## src/rtl/apb_gpio.sv

```systemverilog
`default_nettype none
// ============================================================================
// Module   : apb_gpio
// Brief    : APB3 GPIO with input sync, prescaled debounce, edge capture, irq
// Revision : 1.0
// ============================================================================
module apb_gpio #(
  parameter int               N_IN          = 3,
  parameter int               N_OUT         = 3,
  parameter logic [N_IN-1:0]  IN_INVERT     = 3'b110,
  parameter logic [N_OUT-1:0] OUT_INVERT    = 3'b011,
  parameter int               DEBOUNCE_BITS = 16
) (
  input  logic             clk,
  input  logic             reset,
  input  logic             sel,
  input  logic [1:0]       apb_addr,
  input  logic             apb_enable,
  input  logic             apb_write,
  input  logic [31:0]      apb_wdata,
  output logic [31:0]      apb_rdata,
  input  logic [N_IN-1:0]  pins_in,
  output logic [N_OUT-1:0] pins_out,
  output logic             irq
);

  localparam logic [1:0] c_ADDR_IN     = 2'd0;
  localparam logic [1:0] c_ADDR_OUT    = 2'd1;
  localparam logic [1:0] c_ADDR_EDGE   = 2'd2;
  localparam logic [1:0] c_ADDR_STATUS = 2'd3;

  logic [DEBOUNCE_BITS-1:0] r_presc;
  logic [N_IN-1:0]          r_sync1;
  logic [N_IN-1:0]          r_sync2;
  logic [N_IN-1:0]          r_sample;
  logic [N_IN-1:0]          r_deb;
  logic [N_OUT-1:0]         r_out;
  logic [N_IN-1:0]          r_rise_en;
  logic [N_IN-1:0]          r_fall_en;
  logic [N_IN-1:0]          r_stat_rise;
  logic [N_IN-1:0]          r_stat_fall;
  logic [31:0]              r_rdata;
  logic                     r_irq;

  logic                     w_tick;
  logic [N_IN-1:0]          w_same;
  logic [N_IN-1:0]          w_deb_next;
  logic [N_IN-1:0]          w_rise_ev;
  logic [N_IN-1:0]          w_fall_ev;
  logic                     w_wr;
  logic [N_IN-1:0]          w_clr_rise;
  logic [N_IN-1:0]          w_clr_fall;
  logic [31:0]              w_rd_word;
  logic                     w_unused;

  assign w_tick = &r_presc;

  // A bit is accepted only when two consecutive ticks see the same level.
  assign w_same     = ~(r_sync2 ^ r_sample);
  assign w_deb_next = w_tick ? ((r_deb & ~w_same) | (r_sync2 & w_same)) : r_deb;
  assign w_rise_ev  =  w_deb_next & ~r_deb & r_rise_en;
  assign w_fall_ev  = ~w_deb_next &  r_deb & r_fall_en;

  assign w_wr       = sel & apb_enable & apb_write;
  assign w_clr_rise = (w_wr && apb_addr == c_ADDR_STATUS) ? apb_wdata[N_IN-1:0]   : '0;
  assign w_clr_fall = (w_wr && apb_addr == c_ADDR_STATUS) ? apb_wdata[16 +: N_IN] : '0;

  always_comb begin
    w_rd_word = '0;
    case (apb_addr)
      c_ADDR_IN:   w_rd_word[N_IN-1:0]  = r_deb;
      c_ADDR_OUT:  w_rd_word[N_OUT-1:0] = r_out;
      c_ADDR_EDGE: begin
        w_rd_word[N_IN-1:0]   = r_rise_en;
        w_rd_word[16 +: N_IN] = r_fall_en;
      end
      default: begin
        w_rd_word[N_IN-1:0]   = r_stat_rise;
        w_rd_word[16 +: N_IN] = r_stat_fall;
      end
    endcase
  end

  always_ff @(posedge clk) begin
    if (reset) begin
      r_presc     <= '0;
      r_sync1     <= '0;
      r_sync2     <= '0;
      r_sample    <= '0;
      r_deb       <= '0;
      r_out       <= '0;
      r_rise_en   <= '0;
      r_fall_en   <= '0;
      r_stat_rise <= '0;
      r_stat_fall <= '0;
      r_rdata     <= '0;
      r_irq       <= 1'b0;
    end else begin
      r_presc <= r_presc + 1'b1;
      r_sync1 <= pins_in ^ IN_INVERT;
      r_sync2 <= r_sync1;
      if (w_tick) begin
        r_sample <= r_sync2;
      end
      r_deb <= w_deb_next;

      // Set wins over a simultaneous write-one-to-clear.
      r_stat_rise <= (r_stat_rise & ~w_clr_rise) | w_rise_ev;
      r_stat_fall <= (r_stat_fall & ~w_clr_fall) | w_fall_ev;
      r_irq       <= |{r_stat_rise, r_stat_fall};

      if (w_wr && apb_addr == c_ADDR_OUT) begin
        r_out <= apb_wdata[N_OUT-1:0];
      end
      if (w_wr && apb_addr == c_ADDR_EDGE) begin
        r_rise_en <= apb_wdata[N_IN-1:0];
        r_fall_en <= apb_wdata[16 +: N_IN];
      end

      // Read data is captured in the setup phase and held through access.
      if (!sel) begin
        r_rdata <= '0;
      end else if (!apb_enable) begin
        r_rdata <= w_rd_word;
      end
    end
  end

  assign apb_rdata = r_rdata;
  assign irq       = r_irq;
  assign pins_out  = r_out ^ OUT_INVERT;
  assign w_unused  = &{1'b0, apb_wdata};

endmodule
`default_nettype wire

```

## config.mk

```make
export PLATFORM = sky130hd
export DESIGN_NAME = apb_gpio
export DESIGN_NICKNAME = d
export VERILOG_FILES = /design/src/rtl/apb_gpio.sv
export SDC_FILE = /design/constraint.sdc
export NUM_CORES = 1
export LEC_CHECK = 0
export ABC_AREA = 0
export ABC_CLOCK_PERIOD_IN_PS = 3240
export CORE_MARGIN = 3
export CORE_UTILIZATION = 28
export DETAILED_ROUTE_END_ITERATION = 10
export HOLD_SLACK_MARGIN = 0.06
export MAX_ROUTING_LAYER = met4
export SYNTH_ARGS = -nofsm -noshare
export SYNTH_HDL_FRONTEND = slang
export SYNTH_SLANG_ARGS = --single-unit
```

## constraint.sdc

```tcl
create_clock -name clk -period 3.24 [get_ports clk]
set_input_delay 0.648 -clock clk [delete_from_list [all_inputs] [get_ports clk]]
set_output_delay 0.648 -clock clk [all_outputs]
set_load 0.02 [all_outputs]
```

==> results of run 1 <==
-- final cells by class --
class	count	area, µm²
clock inverter	2	60.06
clock buffer	6	82.58
sequential	50	1001
tap	102	127.6
fill	808	5126
inverter	11	41.29
multi-input combinational	182	1089
timing repair buffer	29	280.3
-- cell usage in the layout, fill, tap and decap left out, types with 4 or more instances in the layout --
cell type	count
sky130_fd_sc_hd__a21oi_1	13
sky130_fd_sc_hd__buf_4	4
sky130_fd_sc_hd__clkbuf_8	6
sky130_fd_sc_hd__clkdlybuf4s50_1	25
sky130_fd_sc_hd__conb_1	26
sky130_fd_sc_hd__dfxtp_1	50
sky130_fd_sc_hd__inv_1	11
sky130_fd_sc_hd__mux2_2	4
sky130_fd_sc_hd__mux2i_1	12
sky130_fd_sc_hd__nand2_1	17
sky130_fd_sc_hd__nand3_1	10
sky130_fd_sc_hd__nand4_1	5
sky130_fd_sc_hd__nor2_1	31
sky130_fd_sc_hd__nor2b_1	10
sky130_fd_sc_hd__nor4_1	5
sky130_fd_sc_hd__o21ai_0	12
sky130_fd_sc_hd__or4_1	5
sky130_fd_sc_hd__xnor2_1	8
-- per-stage QoR --
step	utilization	setup slack (ps)	hold WS, ps	power, µW
after global routing	0.3434	816.3	465.9	1304
after CTS	0.3434	933.7	450.8	1267
after floorplan	-	1147	413.8	723.0
after global placement	0.3252	952.1	432.6	730.0
final	0.3434	942.1	443.6	1253
after detailed placement	0.3252	929.7	430.6	730.4
-- cells by family (layout without fill, tap and decap cells) --
family / Yosys count / in the layout / share of synthesized area
xor+xnor: 10 / 10 / 0.03857
compound gates: 31 / 31 / 0.07328
flops: 50 / 50 / 0.4408
mux: 19 / 19 / 0.1025
simple gates: 95 / 95 / 0.2165
other cells: 1 / 26 / 0.001651
fa+ha+maj: 1 / 1 / 0.005509
buf+inv: 46 / 48 / 0.1212
-- worst reg2reg max path: stages (launching register included) --
cell	delay, ps
sky130_fd_sc_hd__dfxtp_1	380
sky130_fd_sc_hd__ha_1	270
sky130_fd_sc_hd__nand4_4	180
sky130_fd_sc_hd__or4_1	720
sky130_fd_sc_hd__or4_1	540
sky130_fd_sc_hd__a21oi_1	150
-- power by group through the flow --
stage | Sequential [µW] | Clock [µW] | Combinational [µW]
after detailed placement | 643 | 0 | 87.0
final | 629 | 537 | 87.3
after floorplan | 642 | 0 | 81.3
after CTS | 629 | 550 | 87.4
after global placement | 643 | 0 | 86.8
after global routing | 630 | 576 | 97.1
-- worst max path at each step --
stage,start,to,slack [ps],cells after the start
after floorplan,apb_enable,r_rise_en[0],1150,5
after global placement,apb_addr[0],r_stat_fall[1],950,5
after detailed placement,apb_addr[0],r_stat_rise[1],930,5
after CTS,r_presc[0],r_stat_fall[0],930,5
after global routing,r_presc[0],r_stat_fall[2],820,5
final,r_presc[0],r_stat_fall[0],940,5
-- layer usage --
| layer | global-route usage | wire length, µm | up-vias |
|---|---|---|---|
| li1 | - | - | 861 |
| met1 | 0.1287 | 2078 | 741 |
| met2 | 0.1570 | 1911 | 50 |
| met3 | 0.03049 | 297 | 2 |
| met4 | 0.03199 | 22 | 0 |
| met5 | - | 0 | - |
==> reports/results.txt, run 1 <==
The run finished with clean final reports. The library cell with the largest summed area after synthesis was sky130_fd_sc_hd__dfxtp_1. Setup violations remaining at the end of the flow were counted as 0. Count of maximum capacitance violations: 0. Derived from the worst setup path, the maximum achievable clock frequency is 435.2 MHz.

By area the synthesized netlist is led by sky130_fd_sc_hd__dfxtp_1 (44%), sky130_fd_sc_hd__buf_4 (8.9%), sky130_fd_sc_hd__mux2i_1 (5.3%). The logs give 0 ps for the final sum of negative setup slack and 3176 µm for the post-DP HPWL. The worst-case IR drop observed on VDD is 209.3 µV. The number of buffers inserted during clock tree synthesis was 5.

Via count of the first global-routing pass: 1,505. For this run, the slowest stage of the critical path takes 720 ps. Among the stages of the critical path, the cell type that occurs most often is sky130_fd_sc_hd__or4_1.

The floorplan step defined a die boundary enclosing 0.009228 mm². The start point of the worst min-delay path is r_sync1[1]. The number of instances on the worst hold path works out to 1. The run gives 0 as the post-cts hold buffer count.

After clock tree synthesis, the repair step resized 0 gates. The logs give 0 for the diode insertion count for antenna repair and 0.4400 for the worst slew slack as a fraction of its limit. Once placement completed, the tool counted placed cells totaling 374. The combinational cell fraction of total power came out at 0.070.

The worst setup path is of the register to register kind. Of all nets on the critical path, the largest fanout is 9. The first routing iteration left 61 violations. The layout overhead on the synthesized area was 18.07%. In the synthesized netlist the dominant register cell turns out to be sky130_fd_sc_hd__dfxtp_1.

The shortest period the worst path allows is 2298 ps, and the clock latency at the later pin of the worst-skew pair is 310 ps. Dividing the detail-routed via count by the number of cells gives 4.330. The routed design has 4309 µm of wire. The final cycle utilization of the critical path is 0.7092, and the part of the total power dissipated in sequential elements is 0.502. On the critical path, the stage with the largest delay is an instance of sky130_fd_sc_hd__or4_1.

The run gives 50 as the TritonCTS sink count. The tools report the capturing point of the worst reg2reg path as r_stat_fall[0]. The floorplan has 32 rows. The global routing usage summed across all routing layers is 0.1021, and the flop and latch count out of synthesis is 50. For the post-CTS setup buffer count, the log shows 0. Summing all non-filler instances in the final layout gives an area of 0.002681 mm². Setup repair after global routing left no endpoint under its margin. The destination of the worst hold path was r_sync2[1]. The run gives 0 as the post-route antenna net violation count. The family with the most delay on the worst path is simple AND/OR/NAND/NOR gates. Buffers placed on the I/O ports in this run total 25. For flop-to-flop paths, the worst setup slack is 940 ps.

The sequential element share of the synthesized area came out at 0.4408. The fraction of registers with async set/reset was 0; the critical path buffer and inverter count was 0. The tools report the element type at the critical path end as a register. The first global-routing pass estimated 7155 µm of wire. Global routing finished with a remaining overflow of 0.

The register with the most flip-flops in the final layout is r_presc. The power density relative to cell area is 467.2 mW/mm², and the die width is 96.06 µm. The die is 96.06 µm tall. The commonest cells after synthesis are sky130_fd_sc_hd__dfxtp_1 (50), sky130_fd_sc_hd__nor2_1 (31), sky130_fd_sc_hd__buf_4 (27).

The register with the most flip-flops in the layout has 16 of them. The final count of pins violating max slew was 0. The worst setup path is launched from a register. The switching power came out at 270.2 µW. After clock tree synthesis, the clock-pin slew on the worst setup and hold paths is 90 ps. The total number of nets in the final design is 322, and the combined area of all synthesized cells is 0.002271 mm².

The fraction of final layout cells with drive strength greater than 1 works out to 0.08571. The number of optimization iterations in the first detailed-route pass is 4, and the count of warnings emitted by yosys is 0. Counting cells, the worst reg-to-reg path comes to 5. TritonCTS built the clock tree.

The routed length per instance was 11.28 µm. For the final count of hold timing violations, the log shows 0. The min-delay analysis places its worst path in the category register to register. Summed over all cells, the static leakage comes to 0.0009437 µW. Switching share of power: 0.2156. A synthesized cell averages 8.976 µm².

Internal power comes to 982.7 µW. Excluding fillers, the count of instances in the completed layout stands at 382. Traced cell by cell, the critical path runs through ha_1 > nand4_4 > or4_1 > or4_1 > a21oi_1. The gate count after technology mapping is 253. Top-level I/O count: 78. Among all cell types in the netlist, the one instantiated most often is sky130_fd_sc_hd__dfxtp_1.

The run gives 0 as the initial antenna violation count. The placed instances occupy a cell area of 0.002539 mm². For the effective utilization at floorplan, the log shows 0.2909.

Entering global routing, the biggest net connects 18 pins. The worst register-to-register path begins at r_presc[0]. At the pin with the least slew margin, the transition time is 833.1 ps. Share of the synthesized area in the top cell type: 0.4408. The clock network fraction of design power is 0.428, and the last weighted congestion value of the routability-driven placer is 0.7929.

The maximum buffer depth of the clock tree is 2. Yosys mapped a number of flops with a built-in enable equal to 0. The worst path required time came out at 3480 ps. The root buffer selected by CTS is sky130_fd_sc_hd__clkbuf_8.

Arrival time of data at the critical path endpoint: 2540 ps. The run gives 0 as the DRC violation count after routing. On the final layout, the worst clock skew is 12.14 ps. The placeable core region was 0.007807 mm²; the total number of vias was 1,654. The tools report the count of H-tree levels built during CTS as 2. Distinct cell type count of the synthesized netlist: 33.
(Power assumes the default switching activity.)
==> inputs of run 2 (changes only) <==
ABC_CLOCK_PERIOD_IN_PS = 1950   (was 3240)
clock period = 1.95 ns   (was 3.24 ns; I/O delays follow)
==> run 2 against run 1 <==
Against the previous run: non-clock buffer count grew 14; clock skew grew 2.2 ps; critical path depth shrank 1; combinational power grew 75%; final cell count grew 3.7%; power grew 67%; die area is the same; largest cell class unchanged; highest routed layer unchanged.
==> reports/results.txt, run 2 (synthesis gave the netlist of run 1 again) <==
The diode insertion count for antenna repair is 0 (unchanged). The worst ir drop on vdd is 367.0 µV (+75%), and the register clock-pin slew on the reported worst setup and hold paths is 90 ps (about the same). For the placeable core region, the log shows 0.007807 mm² (unchanged).

The most critical setup path has its endpoint at r_stat_fall[0]. The tools report the slack of the worst reg-to-reg path as 130 ps (-810 ps). Largest fanout on the critical path: 6 (-3). In this run the critical register-to-register path is launched from r_presc[15]. Capturing point of the worst reg2reg path: r_stat_fall[0]. The number of logic stages on the critical path including buffering is 4 (-1). The run gives 0 (unchanged) as the overflow left after global routing. The fraction of final layout cells with drive strength greater than 1 was 0.1429 (+0.05714); the number of placed cells counting well taps was 388 (+3.7%).

The post-route antenna net violation count was 0 (unchanged); the arrival time of data at the critical path endpoint was 2070 ps (-470 ps). The worst path required time is 2200 ps (-1280 ps), and the number of optimization iterations in the first detailed-route pass is 4 (unchanged). The final count of hold timing violations is 0 (unchanged). The run finished with clean final reports.

The power density relative to cell area works out to 746.8 mW/mm² (+60%). The top cell types in the final layout, fill and taps aside, are sky130_fd_sc_hd__dfxtp_1 (48), sky130_fd_sc_hd__nor2_1 (31), sky130_fd_sc_hd__conb_1 (26). For the count of maximum capacitance violations, the log shows 0 (unchanged). The critical path goes through nand4_1 > or4_4 > or4_1 > a21oi_1. Wire length of the first global-routing pass: 7534 µm (+5.3%). The slowest stage of the critical path belongs to the cell sky130_fd_sc_hd__or4_4.

The run gives 0 (unchanged) as the initial antenna violation count. The family with the most delay on the worst path is simple AND/OR/NAND/NOR gates. The worst setup path is launched from a register. The via count of the first global-routing pass is 1,633 (+8.5%), and the site row count is 32 (unchanged). The DRC violation count after routing was 0 (unchanged). The clock latency at the later pin of the worst-skew pair is 310 ps (about the same).

For the count of H-tree levels built during CTS, the log shows 2 (unchanged). The worst setup path startpoint is r_presc[15]. Quantity of gates resized following cts: 0 (unchanged). The kind of path behind the tightest hold check was register to register.

The tools report the largest net degree at the start of global routing as 23 (+5). Maximum buffer depth of the clock tree: 2 (unchanged). The worst setup path is of the register to register kind. Count of input and output buffers: 25 (unchanged). TritonCTS built the clock tree. Leaving out fill and tap cells, the most frequent cell in the layout is sky130_fd_sc_hd__dfxtp_1. The stage delay of the slowest cell on the critical path is 610 ps (-110 ps), and the last weighted congestion value of the routability-driven placer is 0.7684 (-3.1%). The post-cts hold buffer count is 0 (unchanged).

Floorplan die area: 0.009228 mm² (unchanged). The per-cell via count in the routed design is 4.230 (-2.3%). The final cycle utilization of the critical path was 0.9343 (+0.2251); the flip-flop count of the largest register, all copies and words added was 16 (unchanged). For the overall routed net length, the log shows 4457 µm (+3.4%).

Routed length per instance: 11.26 µm (-0.22%). The top-level I/O count is 78 (unchanged). The effective utilization at floorplan was 0.2909 (unchanged); the final count of pins violating max slew was 0 (unchanged). The maximum clock skew at final layout is 14.35 ps (+2.210 ps), and the total number of vias is 1,675 (+1.3%).

CTS placed an instance of sky130_fd_sc_hd__clkbuf_8 at the clock tree root. The largest register by flop count was r_presc. The critical path buffer and inverter count is 0 (unchanged), and the TritonCTS sink count is 50 (unchanged). The worst reg-to-reg path cell count was 4 (-1); the number of buffers inserted during clock tree synthesis was 5 (unchanged). The fmax came out at 548.9 MHz (+26%). The run gives 61 (unchanged) as the iteration-0 DRC count of the detailed router. The die span in y is 96.06 µm (unchanged), and the post-DP HPWL is 3369 µm (+6.1%). The shortest period the worst path allows is 1822 ps (-476.0 ps).

The total number of nets in the final design is 336 (+4.3%), and the number of cells in the finished layout apart from fillers is 396 (+3.7%). The global routing usage summed across all routing layers was 0.1081 (+0.006037); the standby leakage power was 0.001013 µW (+7.4%). Element type at the critical path end: a register. The core occupancy in the finished layout is 0.3593 (+0.01587), and the layout overhead on the synthesized area is 23.53%.

The post-CTS setup buffer count is 0 (unchanged), and the die width is 96.06 µm (unchanged). The tools report the setup violation total in the final timing report as 0 (unchanged).
-- run 2: worst register-to-register path, delay by kind of cell (launching register included) --
kind / cells / cell delay (ps)
AO/OA/AOI/OAI: 1 / 140
flip-flops: 1 / 370
AND/OR/NAND/NOR: 3 / 1250
-- run 2: worst min path at each step --
stage	startpoint	cells past startpoint	end
CTS	r_sync1[2]	1	r_sync2[2]
finish	r_sync1[2]	1	r_sync2[2]
floorplan	r_sync1[0]	1	r_sync2[0]
detailed placement	r_sync1[2]	1	r_sync2[2]
global placement	r_sync1[2]	1	r_sync2[2]
global route	r_presc[0]	1	r_presc[0]
-- run 2: cell type report --
| cell class | count | area, µm² |
|---|---|---|
| multi-input combinational | 182 | 1105 |
| timing repair buffer | 43 | 385.4 |
| sequential | 50 | 1003 |
| clock buffer | 6 | 82.58 |
| fill | 828 | 5002 |
| clock inverter | 2 | 60.06 |
| inverter | 11 | 41.29 |
| tap | 102 | 127.6 |
-- run 2: per-layer routing --
layer  wire [µm]  part of all wire  GRT usage  up-vias
met5           0                 0          -        -
met4          36            0.0081    0.02844        0
met3         326             0.073    0.03987        3
met2        1976              0.44     0.1685       49
met1        2117              0.47     0.1320      735
li1            -                 -          -      888
-- run 2: report_power, final --
part	leakage (µW)	internal (µW)	switching, µW	total [µW]
Sequential	0.000405	1030	12.9	1050
Clock	0.0000714	547	347	894
Combinational	0.000537	58.7	94.4	153
Total	0.00101	1640	455	2090
-- run 2: per-stage QoR --
stage          cell area, µm²  total power, µW  setup TNS (ps)  worst slack, ps  hold WS [ps]
6_report                 2805             2095               0            128.1         445.1
5_1_grt                  2805             2184          -11.19           -9.736         468.7
4_1_cts                  2801             2129               0            37.59         447.5
3_5_place_dp             2659             1224               0            46.72         427.0
3_3_place_gp             2659             1223               0            70.81         430.1
2_1_floorplan            2386             1205               0            92.37         413.8
